$ cat src/rtl/exe_w2_pkg.sv
// Shared types for the second-generation execution unit: opcodes, FSM states
// and status-word bit positions.
package exe_w2_pkg;

  typedef enum logic [2:0] {
    OP_ADD = 3'b000,
    OP_SUB = 3'b001,
    OP_AND = 3'b010,
    OP_OR  = 3'b011,
    OP_SLT = 3'b100,
    OP_MUL = 3'b101,
    OP_DIV = 3'b110,
    OP_INV = 3'b111
  } op_e;

  typedef enum logic [1:0] {
    IDLE = 2'd0,
    BUSY = 2'd1,
    DONE = 2'd2
  } state_e;

  localparam int unsigned ST_ERR  = 3;
  localparam int unsigned ST_OVF  = 2;
  localparam int unsigned ST_NEG  = 1;
  localparam int unsigned ST_ZERO = 0;

endpackage

$ cat src/rtl/exe_w2_muldiv.sv
// Iterative signed multiply/divide on operand magnitudes: one step per cycle for
// M cycles, with sign fix-up and overflow detection applied to the final step.
module exe_w2_muldiv #(
  parameter int unsigned M = 8
) (
  input  logic         i_clk,
  input  logic         i_rst,
  input  logic         i_start,
  input  logic         i_is_div,
  input  logic [M-1:0] i_a,
  input  logic [M-1:0] i_b,
  input  logic         i_busy,
  output logic         o_last,
  output logic [M-1:0] o_result,
  output logic         o_ovf
);

  localparam int unsigned CW = $clog2(M);

  logic [CW-1:0]  cnt_q, cnt_d;
  logic [M-1:0]   hi_q, hi_d;
  logic [M-1:0]   lo_q, lo_d;
  logic [M-1:0]   dvs_q, dvs_d;
  logic           is_div_q, is_div_d;
  logic           neg_q, neg_d;
  logic [M:0]     rem_sh, trial, sum;
  logic [2*M-1:0] prod;
  logic [M-1:0]   quo;

  function automatic logic [M-1:0] mag(input logic [M-1:0] v);
    return v[M-1] ? -v : v;
  endfunction

  always_comb begin
    cnt_d    = cnt_q;
    hi_d     = hi_q;
    lo_d     = lo_q;
    dvs_d    = dvs_q;
    is_div_d = is_div_q;
    neg_d    = neg_q;
    rem_sh   = '0;
    trial    = '0;
    sum      = '0;
    o_last   = i_busy && (cnt_q == CW'(M - 1));

    if (i_start) begin
      hi_d     = '0;
      lo_d     = mag(i_a);
      dvs_d    = mag(i_b);
      is_div_d = i_is_div;
      neg_d    = i_a[M-1] ^ i_b[M-1];
      cnt_d    = '0;
    end else if (i_busy) begin
      cnt_d = o_last ? '0 : cnt_q + 1'b1;
      if (is_div_q) begin
        // Restoring step: hi holds the remainder, lo shifts dividend out and quotient in.
        rem_sh = {hi_q, lo_q[M-1]};
        trial  = rem_sh - {1'b0, dvs_q};
        if (!trial[M]) begin
          hi_d = trial[M-1:0];
          lo_d = {lo_q[M-2:0], 1'b1};
        end else begin
          hi_d = rem_sh[M-1:0];
          lo_d = {lo_q[M-2:0], 1'b0};
        end
      end else begin
        sum          = {1'b0, hi_q} + (lo_q[0] ? {1'b0, dvs_q} : '0);
        {hi_d, lo_d} = {sum, lo_q[M-1:1]};
      end
    end
  end

  // Fix-up reads the next-state values so the top can register the result on the last step.
  always_comb begin
    prod = neg_q ? -{hi_d, lo_d} : {hi_d, lo_d};
    quo  = neg_q ? -lo_d : lo_d;
    if (is_div_q) begin
      o_result = quo;
      o_ovf    = !neg_q && lo_d[M-1];
    end else begin
      o_result = prod[M-1:0];
      o_ovf    = prod[2*M-1:M-1] != {(M+1){prod[M-1]}};
    end
  end

  always_ff @(posedge i_clk or posedge i_rst) begin
    if (i_rst) begin
      cnt_q    <= '0;
      hi_q     <= '0;
      lo_q     <= '0;
      dvs_q    <= '0;
      is_div_q <= 1'b0;
      neg_q    <= 1'b0;
    end else begin
      cnt_q    <= cnt_d;
      hi_q     <= hi_d;
      lo_q     <= lo_d;
      dvs_q    <= dvs_d;
      is_div_q <= is_div_d;
      neg_q    <= neg_d;
    end
  end

endmodule

$ cat src/rtl/exe_unit_w2.sv
// Signed ALU with valid/ready handshake; single-cycle ops complete in one cycle,
// MUL and DIV are handed to the iterative multiply/divide unit.
module exe_unit_w2
  import exe_w2_pkg::*;
#(
  parameter int unsigned M = 8,
  parameter int unsigned N = 3
) (
  input  logic         i_clk,
  input  logic         i_rst,
  input  logic         i_valid,
  output logic         o_ready,
  input  logic [N-1:0] i_oper,
  input  logic [M-1:0] i_argA,
  input  logic [M-1:0] i_argB,
  output logic         o_valid,
  output logic [M-1:0] o_result,
  output logic [3:0]   o_status
);

  state_e       state_q, state_d;
  logic         rdy_q;
  logic [M-1:0] res_q, res_d;
  logic [3:0]   st_q, st_d;
  logic         vld_q, vld_d;

  logic         accept, hi_bad;
  op_e          op;
  logic [M-1:0] sum, diff, alu_res, md_res;
  logic         alu_err, alu_ovf, md_start, md_is_div, md_last, md_ovf;

  function automatic logic [3:0] status(input logic err, input logic ovf,
                                        input logic [M-1:0] res);
    logic [3:0] s;
    s          = '0;
    s[ST_ERR]  = err;
    s[ST_OVF]  = ovf;
    s[ST_NEG]  = res[M-1];
    s[ST_ZERO] = (res == '0);
    return s;
  endfunction

  // Ready is held low during reset and until the first clock edge after release.
  assign o_ready  = rdy_q && (state_q != BUSY);
  assign accept   = i_valid && o_ready;
  assign hi_bad   = (i_oper >> 3) != '0;
  assign op       = op_e'(i_oper[2:0]);
  assign sum      = i_argA + i_argB;
  assign diff     = i_argA - i_argB;
  assign o_valid  = vld_q;
  assign o_result = res_q;
  assign o_status = st_q;

  always_comb begin
    alu_res   = '0;
    alu_err   = 1'b0;
    alu_ovf   = 1'b0;
    md_start  = 1'b0;
    md_is_div = 1'b0;
    if (hi_bad) begin
      alu_err = 1'b1;
    end else begin
      case (op)
        OP_ADD: begin
          alu_res = sum;
          alu_ovf = (i_argA[M-1] == i_argB[M-1]) && (sum[M-1] != i_argA[M-1]);
        end
        OP_SUB: begin
          alu_res = diff;
          alu_ovf = (i_argA[M-1] != i_argB[M-1]) && (diff[M-1] != i_argA[M-1]);
        end
        OP_AND: alu_res = i_argA & i_argB;
        OP_OR:  alu_res = i_argA | i_argB;
        OP_SLT: alu_res = {{(M-1){1'b0}}, $signed(i_argA) < $signed(i_argB)};
        OP_MUL: md_start = accept;
        OP_DIV: begin
          if (i_argB == '0) begin
            alu_err = 1'b1;
          end else begin
            md_start  = accept;
            md_is_div = 1'b1;
          end
        end
        default: alu_err = 1'b1;
      endcase
    end
  end

  always_comb begin
    state_d = state_q;
    res_d   = res_q;
    st_d    = st_q;
    vld_d   = 1'b0;
    if (state_q == BUSY) begin
      if (md_last) begin
        state_d = DONE;
        res_d   = md_res;
        st_d    = status(1'b0, md_ovf, md_res);
        vld_d   = 1'b1;
      end
    end else begin
      state_d = IDLE;
      if (accept) begin
        if (md_start) begin
          state_d = BUSY;
        end else begin
          res_d = alu_res;
          st_d  = status(alu_err, alu_ovf, alu_res);
          vld_d = 1'b1;
        end
      end
    end
  end

  always_ff @(posedge i_clk or posedge i_rst) begin
    if (i_rst) begin
      state_q <= IDLE;
      rdy_q   <= 1'b0;
      res_q   <= '0;
      st_q    <= '0;
      vld_q   <= 1'b0;
    end else begin
      state_q <= state_d;
      rdy_q   <= 1'b1;
      res_q   <= res_d;
      st_q    <= st_d;
      vld_q   <= vld_d;
    end
  end

  exe_w2_muldiv #(.M(M)) u_muldiv (
    .i_clk    (i_clk),
    .i_rst    (i_rst),
    .i_start  (md_start),
    .i_is_div (md_is_div),
    .i_a      (i_argA),
    .i_b      (i_argB),
    .i_busy   (state_q == BUSY),
    .o_last   (md_last),
    .o_result (md_res),
    .o_ovf    (md_ovf)
  );

endmodule

$ cat config.mk
export PLATFORM = sky130hd
export DESIGN_NAME = exe_unit_w2
export DESIGN_NICKNAME = d
export VERILOG_FILES = /design/src/rtl/exe_w2_pkg.sv /design/src/rtl/exe_w2_muldiv.sv /design/src/rtl/exe_unit_w2.sv
export SDC_FILE = /design/constraint.sdc
export NUM_CORES = 1
export LEC_CHECK = 0
export CAP_MARGIN = 20
export CORE_MARGIN = 1
export CORE_UTILIZATION = 50
export CTS_CLUSTER_SIZE = 14
export DETAILED_ROUTE_END_ITERATION = 7
export HOLD_SLACK_MARGIN = 0.15
export PLACE_DENSITY = 0.71
export SLEW_MARGIN = 20
export SYNTH_ARGS = -nofsm -noshare
export SYNTH_HDL_FRONTEND = slang
export SYNTH_SLANG_ARGS = --single-unit
$ cat constraint.sdc
create_clock -name i_clk -period 4.1 [get_ports i_clk]
set_clock_uncertainty 0.1 [all_clocks]
set_input_delay 0.82 -clock i_clk [delete_from_list [all_inputs] [get_ports i_clk]]
set_output_delay 0.82 -clock i_clk [all_outputs]
set_load 0.01 [all_outputs]
Word level (Yosys, flattened, before mapping)
Cells that the tools add are included.
{ "op_classes": {"eq_ne": 16, "n_reduce_logical": 15, "mux": 42, "n_lt_le_gt_ge": 1, "n_addsub": 9, "n_bitwise": 3} }
{ "ops": {"columns": ["cell", "n"], "rows": [
  ["$mux 8", 16],
  ["$pmux 8 s5", 1],
  ["$logic_not 8->1", 3],
  ["$neg 8->8", 3],
  ["$mux 16", 1],
  ["$mux 4", 4],
  ["$neg 16->16", 1],
  ["$eq 3x3->1 const B", 4],
  ["$mux 1", 12],
  ["$add 8x9->9", 1],
  ["$mux 3", 3],
  ["$sub 9x8->9", 1],
  ["$add 8x8->8", 1],
  ["$and 8x8->8", 1],
  ["$lt 8x8->1", 1],
  ["$ne 8x8->1", 1],
  ["$or 8x8->8", 1],
  ["$sub 8x8->8", 1],
  ["$eq 3x2->1 const B", 2],
  ["$logic_and 1x1->1", 6],
  ["$pmux 1 s2", 3],
  ["$reduce_or 6->1", 1],
  ["$mux 2", 2],
  ["$ne 2x1->1 const B", 2],
  ["11 further kinds", 14]
]} }
{ "word_totals": {"wordCells": 97, "inputBits": 22, "out_inout_bits": 14, "ff_bits": 45} }

Depth between registers and ports, before layout
Gate-level depths: netlist (run 1).
{ "depth": {"word_depth": 12, "mapped_depth": 15, "ltp_nobuf": 15} }

Modules after synthesis
From an unflattened synthesis (run 1), not the netlist that was laid out.
{ "unflattened": {"hier_cells": 635, "hier_area_um2": 5126.2} }
{ "modules_own_cells": {"columns": ["module", "area_each_um2", "cells_per_inst", "seq_area_each_um2", "n_inst"], "rows": [
  ["exe_w2_muldiv", 3185.6, 403, 725.7, 1],
  ["exe_unit_w2", 1940.6, 232, 375.4, 1]
]} }

Least setup slack after synthesis (run 1)
Ideal clock, no wire load.
{ "synth_path": {"path_kind": "input port to flip-flop", "from": "in i_argB[3]", "to": "reg st_q[2] (netlist: o_status[2])", "setup_slack_ns": -0.117, "required_time_ns": 3.858, "setup_ns": 0.142, "arrival_ns": 3.976, "n_path_buf": 1, "cell_stages": 12, "cell_sequence": "or4_4 > nor3_4 > o21ai_0 > clkbuf_1 > mux2_2 > ha_1 > o2111ai_2 > or4b_4 > or4b_1 > o311a_1 > a211oi_2 > o311ai_1"} }
{ "synth_between": {"elab_chain_len": 10, "elab_cells_between_ends": 23, "classes_between": "3 x add/sub; 4 x eq/ne; 11 x mux; 5 x reduce/logical"} }
{ "synth_lines": {"columns": ["item", "line", "source"], "rows": [
  ["start: declaration", "exe_unit_w2.sv:15", "input logic [M-1:0] i_argB,"],
  ["$logic_not 8->1", "exe_unit_w2.sv:77", "if (i_argB == '0) begin"],
  ["$mux 1", "exe_unit_w2.sv:77", null],
  ["$pmux 1 s2", "exe_unit_w2.sv:63", "case (op)"],
  ["$mux 8", "exe_w2_muldiv.sv:46", "if (i_start) begin"],
  ["$neg 16->16", "exe_w2_muldiv.sv:75", "prod = neg_q ? -{hi_d, lo_d} : {hi_d, lo_d};"],
  ["$mux 16", "exe_w2_muldiv.sv:75", null],
  ["$ne 8x8->1", "exe_w2_muldiv.sv:82", "o_ovf = prod[2*M-1:M-1] != {(M+1){prod[M-1]}};"],
  ["$mux 1", "exe_w2_muldiv.sv:77", "if (is_div_q) begin"],
  ["$mux 4", "exe_unit_w2.sv:95", "if (md_last) begin"],
  ["$mux 4", "exe_unit_w2.sv:94", "if (state_q == BUSY) begin"],
  ["end signal: assignment", "exe_unit_w2.sv:126", "st_q <= st_d;"],
  ["end: declaration", "exe_unit_w2.sv:24", "logic [3:0] st_q, st_d;"]
]} }
Several ways; a longest one is shown, not always the timed one. The select of a mux whose other input is x is not followed.
A chain may end at the register's enable or synchronous reset.

Worst setup path after layout (run 1)
{ "layout_path": {"from": "in i_argB[0]", "to": "reg st_q[2] (netlist: o_status[2])"} }
The elaborated chain is that of the path after synthesis.

==> impl_metrics.env, run 1 <==
export IMPL_status="completed"
export IMPL_whs_path_depth=2
export IMPL_critical_path_class="input pin to flop"
export IMPL_n_antenna_cell=0
export IMPL_fmax_ghz=0.248
export IMPL_crit_path_end_kind="flop"
export IMPL_die_area_sq_um=10300
export IMPL_fp_dieW_microns=102
export IMPL_ys_ff_latch=44
export IMPL_crit_path_start_kind="input pin"
export IMPL_design_area_sq_um=6390
export IMPL_dr_total_vias=5195
export IMPL_numCtsBuffers=5
export IMPL_placed_area_sq_um=6100
export IMPL_rows=36
export IMPL_post_route_period_util_pct=98.5
export IMPL_die_h_microns=102
export IMPL_core_sq_um=9680
export IMPL_slew_headroom_pct=36.6
export IMPL_cts_root_buffer="clkbuf_8"
export IMPL_setup_viol=0
export IMPL_hold_class="flop to flop"
export IMPL_power_total_mw=4.17
export IMPL_crit_start="i_argB[0]"
export IMPL_synth_edf_count=0
export IMPL_grt_pass1_wl_microns=24900
export IMPL_rsz0062_at_grt="yes"
export IMPL_finalCriticalPeriod_ns=4.04
export IMPL_final_cell_mix="buf_4 (94), nand2_1 (54), inv_1 (46), nor2_1 (45), dfrtp_1 (44)"
export IMPL_synth_nets=691
export IMPL_path_clk_slew_ns=0.10
export IMPL_dp_cells=851
export IMPL_start_util_pct=51.3
export IMPL_drc=0
export IMPL_numClockSinks=44
export IMPL_first_iter_violations=452
export IMPL_worst_slack_ns=0.0617
export IMPL_area_growth_pct=28.7
export IMPL_yosysWarnings=0
export IMPL_setup_tns_ns=0
export IMPL_wl_microns=15600
export IMPL_antenna_found_initial=0
export IMPL_seq_area_frac_synth_pct=22.2
export IMPL_worst_r2r_cell_count=15
export IMPL_ff2ff_setup_slack_ns=0.06
export IMPL_worstReg2RegStart="u_muldiv.lo_q[7]"
export IMPL_boundaryPins=36
export IMPL_port_buffers=35
export IMPL_nets=802
export IMPL_htree_num_levels=2
export IMPL_ys_flop_type="dfrtp_1"
export IMPL_cp_arrival_ns=4.13
export IMPL_dp_worst_setup_slack_ns=-0.459
export IMPL_via_per_inst=6.01
export IMPL_p_leak_nw=2.89
export IMPL_gp_congestion=0.992
export IMPL_grt_overflow=0
export IMPL_clkLatencyLatePin_ns=0.31
export IMPL_grt_max_degree=45
export IMPL_grtUsageTotal_pct=31.0
export IMPL_power_density_nw_per_um2=652
export IMPL_min_delay_start="o_result[2]"
export IMPL_drv_cap=0
export IMPL_final_cells=865
export IMPL_drive_above_1_share_pct=19.4
export IMPL_drv_slew=0
export IMPL_crit_path_max_fanout=23
export IMPL_worstPathRequired_ns=4.20
export IMPL_final_common_cell="buf_4"
export IMPL_drt_pass1_iterations=5
export IMPL_hpwl_microns=12200
export IMPL_irDropWorstVdd_v=0.000390
export IMPL_tightestPinTransition_ns=0.950
export IMPL_async_flop_share_pct=100
export IMPL_antenna_left=0
export IMPL_synth_area_sq_um=4970
export IMPL_finalHoldViolations=0
export IMPL_netlist_instances=620
export IMPL_avgRoutedWirePerCell_microns=18.0
export IMPL_yosysUniqueCellTypes=77
export IMPL_cts_buffer_depth=2
export IMPL_cts_tree="built"
export IMPL_avgSynthCellArea_sq_um=8.01
export IMPL_grt_pass1_vias=5026
-- worst max-delay path, stage by stage --
cell             delay, ns
clkdlybuf4s50_1       0.48
inv_1                 0.08
ha_4                  0.18
nand2b_4              0.08
nor3_4                0.05
o21a_4                0.25
buf_12                0.16
a2111oi_4             0.31
o2111ai_4             0.18
or4b_4                0.59
or4b_1                0.48
o311a_1               0.14
a211oi_2              0.21
o311ai_1              0.12
-- metrics by stage --
| stage | utilization (%) | hold WS (ns) |
|---|---|---|
| 3_3_place_gp | 63.0 | 0.370 |
| 3_5_place_dp | 63.0 | 0.373 |
| 5_1_grt | 66.0 | 0.424 |
| 4_1_cts | 64.5 | 0.402 |
| 6_report | 66.0 | 0.392 |
| 2_1_floorplan | - | 0.363 |
-- cell type report --
| type | instances | area (sq um) |
|---|---|---|
| Multi-Input combinational cell | 500 | 3710 |
| Fill cell | 818 | 3290 |
| Timing Repair Buffer | 132 | 1120 |
| Sequential cell | 44 | 1100 |
| Inverter | 48 | 180 |
| Tap cell | 133 | 166 |
| Clock buffer | 5 | 68.8 |
| Clock inverter | 3 | 46.3 |
-- state kept, by name, indices dropped and copies added, names as in the netlist --
name and cells:
o_result 7, u_muldiv.is_div_q 1, u_muldiv.hi_q 8, o_valid 1, u_muldiv.dvs_q 8, state_q 2
u_muldiv.neg_q 1, rdy_q 1, u_muldiv.cnt_q 3, u_muldiv.lo_q 8, o_status 4
-- worst paths after layout --
path / end
setup / recovery: o_status[2]
hold / removal: o_result[2]
setup reg to reg: o_status[2]
hold reg to reg: o_result[2]
max in group asynchronous: u_muldiv.dvs_q[5]
min in group asynchronous: o_status[2]
-- what timing repair did --
item | CTS | global route
gates resized for setup | 5 | 27
pin swaps | 3 | 14
endpoints found under the hold margin | 0 | 0
hold buffers | 0 | 0
endpoints found under the setup margin | 2 | 2
setup buffers | 1 | 5
-- cells in the mapped netlist (6+ instances only) --
master     number  area, sq um
o2111ai_1       9         78.8
o21bai_1        6         45.0
or3_1           9         56.3
dfrtp_1        44         1100
xor2_1          6         52.6
xnor2_1        29          254
nand3_1        11         55.1
o21ai_0        46          230
nor2_1         45          169
nand2_1        54          203
ha_1           45          563
o211ai_1       16          120
nand2b_1        8         50.1
and2_1         13         81.3
o21a_1          7         52.6
nand4_1         6         37.5
inv_1          47          176
nor3_1         18         90.1
mux2i_1        15          150
clkbuf_1       20         75.1
a211oi_1        7         52.6
nor2b_1        10         62.6
a21oi_1        36          180
-- report_power, final --
group / switching, mW / total, mW / internal (mW) / leakage [nW]
Clock: 0.177 / 0.361 / 0.184 / 0.0548
Sequential: 0.209 / 0.827 / 0.618 / 0.541
Combinational: 1.63 / 2.98 / 1.35 / 2.30
Total: 2.01 / 4.17 / 2.15 / 2.89
-- cell families after synthesis --
family          count (synthesis)  share of synthesized area [%]
flops                          44                           22.2
fa+ha+maj                      49                           12.9
simple gates                  203                           21.0
xor+xnor                       35                           6.17
compound gates                192                           27.5
other cells                     1                         0.0755
mux                            20                           4.15
buf+inv                        76                           5.94
-- metal layers --
layer  global-route usage, %  part of all wire (%)  vias to the layer above
met5                       0                     0                        -
met4                    11.9                   3.5                        0
met3                    3.73                   5.3                       57
met2                    53.3                    47                      207
met1                    39.8                    44                     2447
li1                        -                     -                     2484
Power figures use the tool's default switching activity.
==> run 2, diff against run 1 <==
--- a/config.mk
+++ b/config.mk
@@ -6,12 +6,14 @@
 export NUM_CORES = 1
 export LEC_CHECK = 0
 export CAP_MARGIN = 20
+export CELL_PAD_IN_SITES_DETAIL_PLACEMENT = 1
+export CELL_PAD_IN_SITES_GLOBAL_PLACEMENT = 1
 export CORE_MARGIN = 1
-export CORE_UTILIZATION = 50
+export CORE_UTILIZATION = 41
 export CTS_CLUSTER_SIZE = 14
 export DETAILED_ROUTE_END_ITERATION = 7
-export HOLD_SLACK_MARGIN = 0.15
-export PLACE_DENSITY = 0.71
+export HOLD_SLACK_MARGIN = 0.02
+export PLACE_DENSITY = 0.84
 export SLEW_MARGIN = 20
 export SYNTH_ARGS = -nofsm -noshare
 export SYNTH_HDL_FRONTEND = slang
==> impl_metrics.env, run 2 (synthesis gave the netlist of run 1 again) <==
export IMPL_status="completed"
export IMPL_post_route_period_util_pct=98.6
export IMPL_fmax_ghz=0.247
export IMPL_drv_slew=0
export IMPL_die_area_sq_um=12600
export IMPL_area_growth_pct=35.4
export IMPL_cts_buffer_depth=2
export IMPL_nets=825
export IMPL_grtUsageTotal_pct=33.6
export IMPL_drt_pass1_iterations=5
export IMPL_final_cells=898
export IMPL_p_leak_nw=3.03
export IMPL_first_iter_violations=361
export IMPL_clkLatencyLatePin_ns=0.30
export IMPL_start_util_pct=42.8
export IMPL_crit_path_start_kind="input pin"
export IMPL_crit_path_max_fanout=4
export IMPL_finalHoldViolations=0
export IMPL_port_buffers=35
export IMPL_antenna_left=0
export IMPL_fp_dieW_microns=112
export IMPL_crit_path_end_kind="flop"
export IMPL_core_sq_um=11600
export IMPL_setup_viol=0
export IMPL_n_antenna_cell=0
export IMPL_irDropWorstVdd_v=0.000375
export IMPL_hold_class="flop to flop"
export IMPL_numClockSinks=44
export IMPL_boundaryPins=36
export IMPL_tightestPinTransition_ns=0.804
export IMPL_antenna_found_initial=0
export IMPL_power_total_mw=4.77
export IMPL_dp_cells=866
export IMPL_power_density_nw_per_um2=710
export IMPL_cts_tree="built"
export IMPL_finalCriticalPeriod_ns=4.04
export IMPL_cts_hold_buffers=0
export IMPL_gp_congestion=1.01
export IMPL_final_common_cell="buf_4"
export IMPL_worstPathRequired_ns=4.17
export IMPL_final_cell_mix="buf_4 (113), nand2_1 (54), nor2_1 (44), dfrtp_1 (44), o21ai_0 (42)"
export IMPL_grt_max_degree=45
export IMPL_drv_cap=0
export IMPL_wl_microns=21400
export IMPL_drc=0
export IMPL_cp_arrival_ns=4.11
export IMPL_p_seq_share_pct=17.8
export IMPL_grt_pass1_wl_microns=33000
export IMPL_p_comb_share_pct=73.2
export IMPL_intPower_mw=2.39
export IMPL_hpwl_microns=14500
export IMPL_grt_overflow=0
export IMPL_critical_path_class="input pin to flop"
export IMPL_switchingPower_mw=2.38
export IMPL_switching_share_pct=49.9
export IMPL_grt_pass1_vias=6130
export IMPL_largestRegisters="u_muldiv.dvs_q x8, u_muldiv.hi_q x8, u_muldiv.lo_q x8"
export IMPL_htree_num_levels=2
export IMPL_via_per_inst=6.38
export IMPL_avgRoutedWirePerCell_microns=23.8
export IMPL_rows=39
export IMPL_path_clk_slew_ns=0.07
export IMPL_cts_root_buffer="clkbuf_16"
export IMPL_dr_total_vias=5730
export IMPL_drive_above_1_share_pct=24.8
export IMPL_die_h_microns=112
export IMPL_slew_headroom_pct=46.4
export IMPL_power_frac_clock_pct=9.0
export IMPL_numCtsBuffers=5
## run 2: metal layers
metal	GRT usage, %	share of wire (%)
met1	40.0	39
met2	59.3	50
met3	3.89	4.4
met4	18.7	6.2
met5	0	0
## run 2: worst paths after layout
check	start	end	slack (ns)	cells after the start
min reg2reg	o_result[3]	o_result[3]	0.39	2
max	i_argB[4]	o_status[2]	0.06	13
min in group asynchronous	i_rst	u_muldiv.lo_q[3]	0.83	2
max reg2reg	u_muldiv.lo_q[7]	o_status[2]	0.10	16
max in group asynchronous	i_rst	state_q[0]	2.54	3
min	o_result[3]	o_result[3]	0.39	2
## run 2: cell type report
cell class | instances | area, sq um
timing repair buffer | 155 | 1300
fill | 1404 | 4890
tap | 143 | 179
clock buffer | 5 | 125
sequential | 44 | 1100
clock inverter | 3 | 23.8
multi-input combinational | 500 | 3820
inverter | 48 | 180
## run 2: what timing repair did
item | CTS | global route
gates resized for setup | 27 | 44
cloned | 0 | 0
setup endpoints to repair | 2 | 2
pin swaps | 17 | 23
setup buffers | 9 | 14
## run 2: power groups by stage
stage                     Sequential (mW)  Clock (mW)  Combinational (mW)
after floorplan                     0.770           0                1.84
after global placement              0.809           0                2.87
after detailed placement            0.826           0                3.03
after CTS                           0.830       0.431                3.18
after global routing                0.868       0.441                3.74
final                               0.852       0.428                3.49
## run 2: stage by stage
step                utilization (%)  cell area (sq um)  hold slack, ns  setup TNS, ns  setup WS, ns
detailed placement             53.0               6150           0.381         -0.900        -0.509
global placement               53.0               6150           0.370         -0.679        -0.461
CTS                            55.6               6460           0.397              0       0.00953
finish                         57.9               6730           0.388              0        0.0574
global route                   57.9               6730           0.419        -0.0843       -0.0674
floorplan                         -               5020           0.363       -0.00595      -0.00595
## run 2: critical path, cell delays in order
cell	delay (ns)
dlygate4sd2_1	0.25
or4_4	0.51
nor3_4	0.25
buf_6	0.15
o21ai_4	0.08
mux2_4	0.24
ha_4	0.16
o2111ai_4	0.11
or4b_4	0.59
or4b_4	0.55
o311a_1	0.13
a211oi_2	0.16
o311ai_1	0.11
